<file path="src/rtl/sdram_arbiter.sv">
// rtl/sdram_arbiter.sv - two-port Avalon-MM SDRAM arbiter with in-order read tag FIFO; define SDRAM_ARB_FIXED_PRIO_EN for fixed port-0 priority
module sdram_arbiter #(
    parameter int ADDR_W   = 25,
    parameter int DATA_W   = 16,
    parameter int MAX_PEND = 8
) (
    input  logic              clk_clk,
    input  logic              reset_reset_n,
    input  logic [ADDR_W-1:0] s0_address,
    input  logic              s0_read,
    input  logic              s0_write,
    input  logic [DATA_W-1:0] s0_writedata,
    input  logic [1:0]        s0_byteenable,
    output logic              s0_waitrequest,
    output logic [DATA_W-1:0] s0_readdata,
    output logic              s0_readdatavalid,
    input  logic [ADDR_W-1:0] s1_address,
    input  logic              s1_read,
    input  logic              s1_write,
    input  logic [DATA_W-1:0] s1_writedata,
    input  logic [1:0]        s1_byteenable,
    output logic              s1_waitrequest,
    output logic [DATA_W-1:0] s1_readdata,
    output logic              s1_readdatavalid,
    output logic [ADDR_W-1:0] m_address,
    output logic              m_read,
    output logic              m_write,
    output logic [DATA_W-1:0] m_writedata,
    output logic [1:0]        m_byteenable,
    input  logic              m_waitrequest,
    input  logic [DATA_W-1:0] m_readdata,
    input  logic              m_readdatavalid
);
    localparam logic [1:0] ST_IDLE = 2'd0;
    localparam logic [1:0] ST_GNT0 = 2'd1;
    localparam logic [1:0] ST_GNT1 = 2'd2;
    localparam int PTR_W = $clog2(MAX_PEND);
    localparam logic [PTR_W:0] FULL_CNT = (PTR_W+1)'(MAX_PEND);

    logic [1:0]          r_state;
    logic [1:0]          w_next_state;
    logic [MAX_PEND-1:0] r_tag;
    logic [PTR_W-1:0]    r_wr_ptr;
    logic [PTR_W-1:0]    r_rd_ptr;
    logic [PTR_W:0]      r_count;
`ifndef SDRAM_ARB_FIXED_PRIO_EN
    logic                r_last;
`endif

    logic       w_req0, w_req1, w_granted, w_sel, w_own_req, w_oth_req;
    logic       w_sel_read, w_sel_write, w_full, w_empty;
    logic       w_accept, w_push, w_pop, w_head;
    logic [1:0] w_oth_state, w_prio_state;

    assign w_req0       = s0_read | s0_write;
    assign w_req1       = s1_read | s1_write;
    assign w_granted    = (r_state == ST_GNT0) || (r_state == ST_GNT1);
    assign w_sel        = (r_state == ST_GNT1);
    assign w_own_req    = w_sel ? w_req1 : w_req0;
    assign w_oth_req    = w_sel ? w_req0 : w_req1;
    assign w_oth_state  = w_sel ? ST_GNT0 : ST_GNT1;
    assign w_prio_state = w_req0 ? ST_GNT0 : (w_req1 ? ST_GNT1 : ST_IDLE);
    assign w_sel_read   = w_granted & (w_sel ? s1_read : s0_read);
    assign w_sel_write  = w_granted & (w_sel ? s1_write : s0_write);

    // A full tag FIFO blocks the granted read; the registered count means a pop only helps next cycle
    assign w_full  = (r_count == FULL_CNT);
    assign w_empty = (r_count == '0);

    // Master port is a copy of the granted port, all zero when idle
    assign m_read       = w_sel_read & ~w_full;
    assign m_write      = w_sel_write;
    assign m_address    = w_granted ? (w_sel ? s1_address : s0_address) : '0;
    assign m_writedata  = w_granted ? (w_sel ? s1_writedata : s0_writedata) : '0;
    assign m_byteenable = w_granted ? (w_sel ? s1_byteenable : s0_byteenable) : '0;

    assign w_accept = (m_read | m_write) & ~m_waitrequest;
    assign w_push   = w_accept & m_read;
    assign w_pop    = m_readdatavalid & ~w_empty;
    assign w_head   = r_tag[r_rd_ptr];

    assign s0_waitrequest   = ~((r_state == ST_GNT0) & ~m_waitrequest & ~(w_sel_read & w_full));
    assign s1_waitrequest   = ~((r_state == ST_GNT1) & ~m_waitrequest & ~(w_sel_read & w_full));
    assign s0_readdata      = m_readdata;
    assign s1_readdata      = m_readdata;
    assign s0_readdatavalid = w_pop & ~w_head;
    assign s1_readdatavalid = w_pop & w_head;

    // Next grant: pick on request from idle, hand over on acceptance, release when the owner goes quiet
    always_comb begin
        w_next_state = r_state;
        if (!w_granted) begin
`ifdef SDRAM_ARB_FIXED_PRIO_EN
            w_next_state = w_prio_state;
`else
            if (w_req0 && w_req1) begin
                w_next_state = r_last ? ST_GNT0 : ST_GNT1;
            end else begin
                w_next_state = w_prio_state;
            end
`endif
        end else if (w_accept) begin
`ifdef SDRAM_ARB_FIXED_PRIO_EN
            w_next_state = w_prio_state;
`else
            if (w_oth_req) begin
                w_next_state = w_oth_state;
            end else if (!w_own_req) begin
                w_next_state = ST_IDLE;
            end
`endif
        end else if (!w_own_req) begin
            w_next_state = w_oth_req ? w_oth_state : ST_IDLE;
        end
    end

    // Grant state register
    always_ff @(posedge clk_clk or negedge reset_reset_n) begin
        if (!reset_reset_n) begin
            r_state <= ST_IDLE;
        end else begin
            r_state <= w_next_state;
        end
    end

`ifndef SDRAM_ARB_FIXED_PRIO_EN
    // Remember the last port served; reset to 1 so port 0 wins the first tie
    always_ff @(posedge clk_clk or negedge reset_reset_n) begin
        if (!reset_reset_n) begin
            r_last <= 1'b1;
        end else if (w_accept) begin
            r_last <= w_sel;
        end
    end
`endif

    // In-order tag FIFO routing each returned read word to its issuing port
    always_ff @(posedge clk_clk or negedge reset_reset_n) begin
        if (!reset_reset_n) begin
            r_tag    <= '0;
            r_wr_ptr <= '0;
            r_rd_ptr <= '0;
            r_count  <= '0;
        end else begin
            if (w_push) begin
                r_tag[r_wr_ptr] <= w_sel;
                r_wr_ptr        <= r_wr_ptr + 1'b1;
            end
            if (w_pop) begin
                r_rd_ptr <= r_rd_ptr + 1'b1;
            end
            if (w_push && !w_pop) begin
                r_count <= r_count + 1'b1;
            end else if (!w_push && w_pop) begin
                r_count <= r_count - 1'b1;
            end
        end
    end
endmodule

</file>
<file path="config.mk">
export PLATFORM = sky130hd
export DESIGN_NAME = sdram_arbiter
export DESIGN_NICKNAME = d
export VERILOG_FILES = /design/src/rtl/sdram_arbiter.sv
export SDC_FILE = /design/constraint.sdc
export NUM_CORES = 1
export LEC_CHECK = 0
export CAP_MARGIN = 10
export CORE_MARGIN = 5
export CORE_UTILIZATION = 32
export DETAILED_ROUTE_END_ITERATION = 7
export PLACE_DENSITY = 0.85
export SYNTH_ARGS = -nofsm -noshare
export SYNTH_HDL_FRONTEND = slang
export SYNTH_SLANG_ARGS = --single-unit
</file>
<file path="constraint.sdc">
create_clock -name clk_clk -period 3.95 [get_ports clk_clk]
set_input_delay 0.5925 -clock clk_clk [delete_from_list [all_inputs] [get_ports clk_clk]]
set_output_delay 0.5925 -clock clk_clk [all_outputs]
set_load 0.01 [all_outputs]
</file>
==> metrics.cfg <==
[yosys]
synth_cells=256
synthArstFlopShare_pct=100
ys_top_cells_by_count=nor2_1 (54), mux2i_1 (47), buf_4 (32)
synth_seq_cells=21
netlist_area_mm2=0.00221
yosysTopAreaCell=dfrtp_1
syn_nets=374
yosysMostFrequentCell=nor2_1
syn_avg_cell_area_um2=8.63
netlist-cell-type-count=39
netlist.area_leader.share_pct=22.7
ys_seq_area_share_pct=23.9
netlist_top_cells_area=dfrtp_1 (23%), mux2i_1 (21%), buf_4 (11%)
synth_flop_cell=dfrtp_1
synth-edff-count=0
yosysWarnings=0

[power_and_ir_drop]
power-per-cell-area_mw_per_mm2=778
p_leak_nw=1.43
p_switching_w=0.00119
internal_power_w=0.00152
switching_share_pct=43.9
peakVddDrop_mv=0.426
clockPowerShare_pct=5.3
seqPwrFrac_pct=15.8
comb_power_share_pct=79.0

[sta]
max-slew-margin-rel_pct=36.4
setup-tns-final_ps=0
setup_slack_ps=657
setup_viol=0
clock_skew_ps=5.23
tightest_slew_ps=951
period_share_pct=83.4
slew_violations=0
max_freq_mhz=304
fin_crit_ps=3290
rsz0062_at_grt=false
hold_viol=0

[clocking]
clk_path_buf_depth=2
cts_root_buf=clkbuf_8
numCtsBuffers=3
htree_levels=1
cts_hold_buffers=0
clock_sinks=21
clk_pin_slew_ps=80
clkLatencyLatePin_ps=260
cts_resized=0
cts_setup_buffers=0
tritoncts=done

[worst_setup_path]
path_cells=clkdlybuf4s50_1 -> mux2i_1 -> or3_1 -> nor2_1 -> ha_1 -> inv_1 -> ha_1 -> a21o_1 -> a2111oi_0 -> o31ai_1
startpoint=s0_read
cpMaxStageDelayCell=clkdlybuf4s50_1
setup.worst_path.end_class=register
reg2reg_depth=9
worstPathRequired_ps=4080
slowest_delay_ps=530
critPathArrivalTime_ps=3420
r2r_start=r_count[0]
crit_type=in2reg
start_kind=primary input
crit_end=r_count[3]
r2r_slack_ps=740
crit_path_frequent_cell=ha_1
rr_endpoint=r_count[3]
crit_fanout=11

[floorplanning]
rows=30
core_mm2=0.00676
start_util_pct=32.7
die_height_um=93.1
die_area_mm2=0.00866
chipWidth_um=93.1
num_io_pins=191

[placement]
place_ws_ps=376
gp_congestion=0.770
io_buffers=142
hpwl_um=5640

[grt]
grtUsageMet1_pct=15.1
grt_use_met3_pct=6.60
grt_util_all_layers_pct=15.2
grt_remaining_overflow=0
grt_pass1_vias=2254
antenna_found_initial=0
met2_usage_pct=28.6
top_usage_layer=met2
grt_max_degree=63
grt_pass1_wl_um=10500

[hold_path]
min_path_type=reg2reg
min_path_cells=1

[finish]
synthToLayoutAreaGrowth_pct=57.5
layout.nets=476
num-fill-cells=632
drive_gt1_share_pct=6.44
diodes=0

[run]
cap_violations=0

[detailed_routing]
drt_iter0_markers=38
drt_pass1_iterations=4
ant_nets=0
wl_um=6940
drc=0
wl_per_cell_um=15.9
vias=2165
via_per_inst=4.95

[run_status]
run_status=finished, final reports clean

==> registers in the layout, indices dropped and copies added (netlist names) <==
name / flops
r_rd_ptr: 3
r_wr_ptr: 3
r_last: 1
r_tag: 8
r_state: 2
r_count: 4
==> critical path: cells and delay by family <==
kind / cells / cell delay, ps
adder cells (fa/ha/maj): 2 / 550
buffers and inverters: 2 / 650
multiplexers: 1 / 120
AND/OR/NAND/NOR: 2 / 770
AO/OA/AOI/OAI: 3 / 740
==> layout make-up <==
cell class / count / area [µm²] / share of cell area [%]
repair buffers: 144 / 1440 / 41.3
inverters: 5 / 18.8 / 0.540
multi-input cells: 183 / 1350 / 38.8
flip-flops and latches: 21 / 527 / 15.1
clock buffers: 3 / 41.3 / 1.19
well taps: 80 / 100 / 2.88
clock inverters: 1 / 5.00 / 0.144
==> cells by family (layout without fill, tap and decap cells) <==
family	count (synthesis)	after routing	share of synthesized area, %
fa+ha+maj	8	8	4.87
xor+xnor	6	6	2.38
simple gates	87	87	17.7
flops	21	21	23.9
mux	61	61	29.5
buf+inv	52	153	15.2
compound gates	21	21	6.52
==> power by group through the flow <==
stage / combinational, W / sequential (W) / clock, W
finish: 0.00213 / 0.000427 / 0.000142
global route: 0.00230 / 0.000446 / 0.000156
CTS: 0.00216 / 0.000428 / 0.000148
detailed placement: 0.00215 / 0.000432 / 0
global placement: 0.00210 / 0.000424 / 0
floorplan: 0.00126 / 0.000404 / 0
==> worst min-delay path by stage <==
stage / from / slack (ps) / end
finish: r_tag[0] / 490 / r_tag[0]
global route: r_rd_ptr[2] / 510 / r_rd_ptr[2]
CTS: r_tag[0] / 500 / r_tag[0]
detailed placement: r_tag[0] / 480 / r_tag[0]
global placement: r_tag[1] / 460 / r_tag[1]
floorplan: reset_reset_n / 300 / r_count[0]
==> routing by layer <==
layer	vias up	routed length (µm)	part of all wire [%]
li1	1052	-	-
met3	4	811	12
met5	-	0	0
met1	1004	2500	36
met4	0	63	0.91
met2	105	3570	51
==> placed cells by master, fill, tap and decap left out, types with 3 or more instances in the layout <==
| cell type | instances |
|---|---|
| ha_1 | 6 |
| mux2_2 | 10 |
| nor3_1 | 12 |
| clkbuf_8 | 3 |
| clkdlybuf4s50_1 | 142 |
| xor2_1 | 3 |
| xnor2_1 | 3 |
| nor2_1 | 54 |
| nand2b_1 | 3 |
| nand2_1 | 7 |
| a211o_1 | 3 |
| a21oi_1 | 4 |
| dfrtp_1 | 20 |
| inv_1 | 5 |
| o21ai_0 | 6 |
| mux2i_1 | 47 |
==> through the flow <==
| step | hold WS (ps) | power [W] | instances | cell area [µm²] | util [%] |
|---|---|---|---|---|---|
| 4_1_cts | 498 | 0.00274 | 437 | 3480 | 51.5 |
| 6_report | 492 | 0.00270 | 437 | 3480 | 51.5 |
| 3_5_place_dp | 480 | 0.00258 | 433 | 3430 | 50.8 |
| 3_3_place_gp | 464 | 0.00252 | 433 | 3430 | 50.8 |
| 2_1_floorplan | 297 | 0.00166 | 256 | 2210 | - |
| 5_1_grt | 515 | 0.00290 | 437 | 3480 | 51.5 |
(Power assumes the default switching activity.)
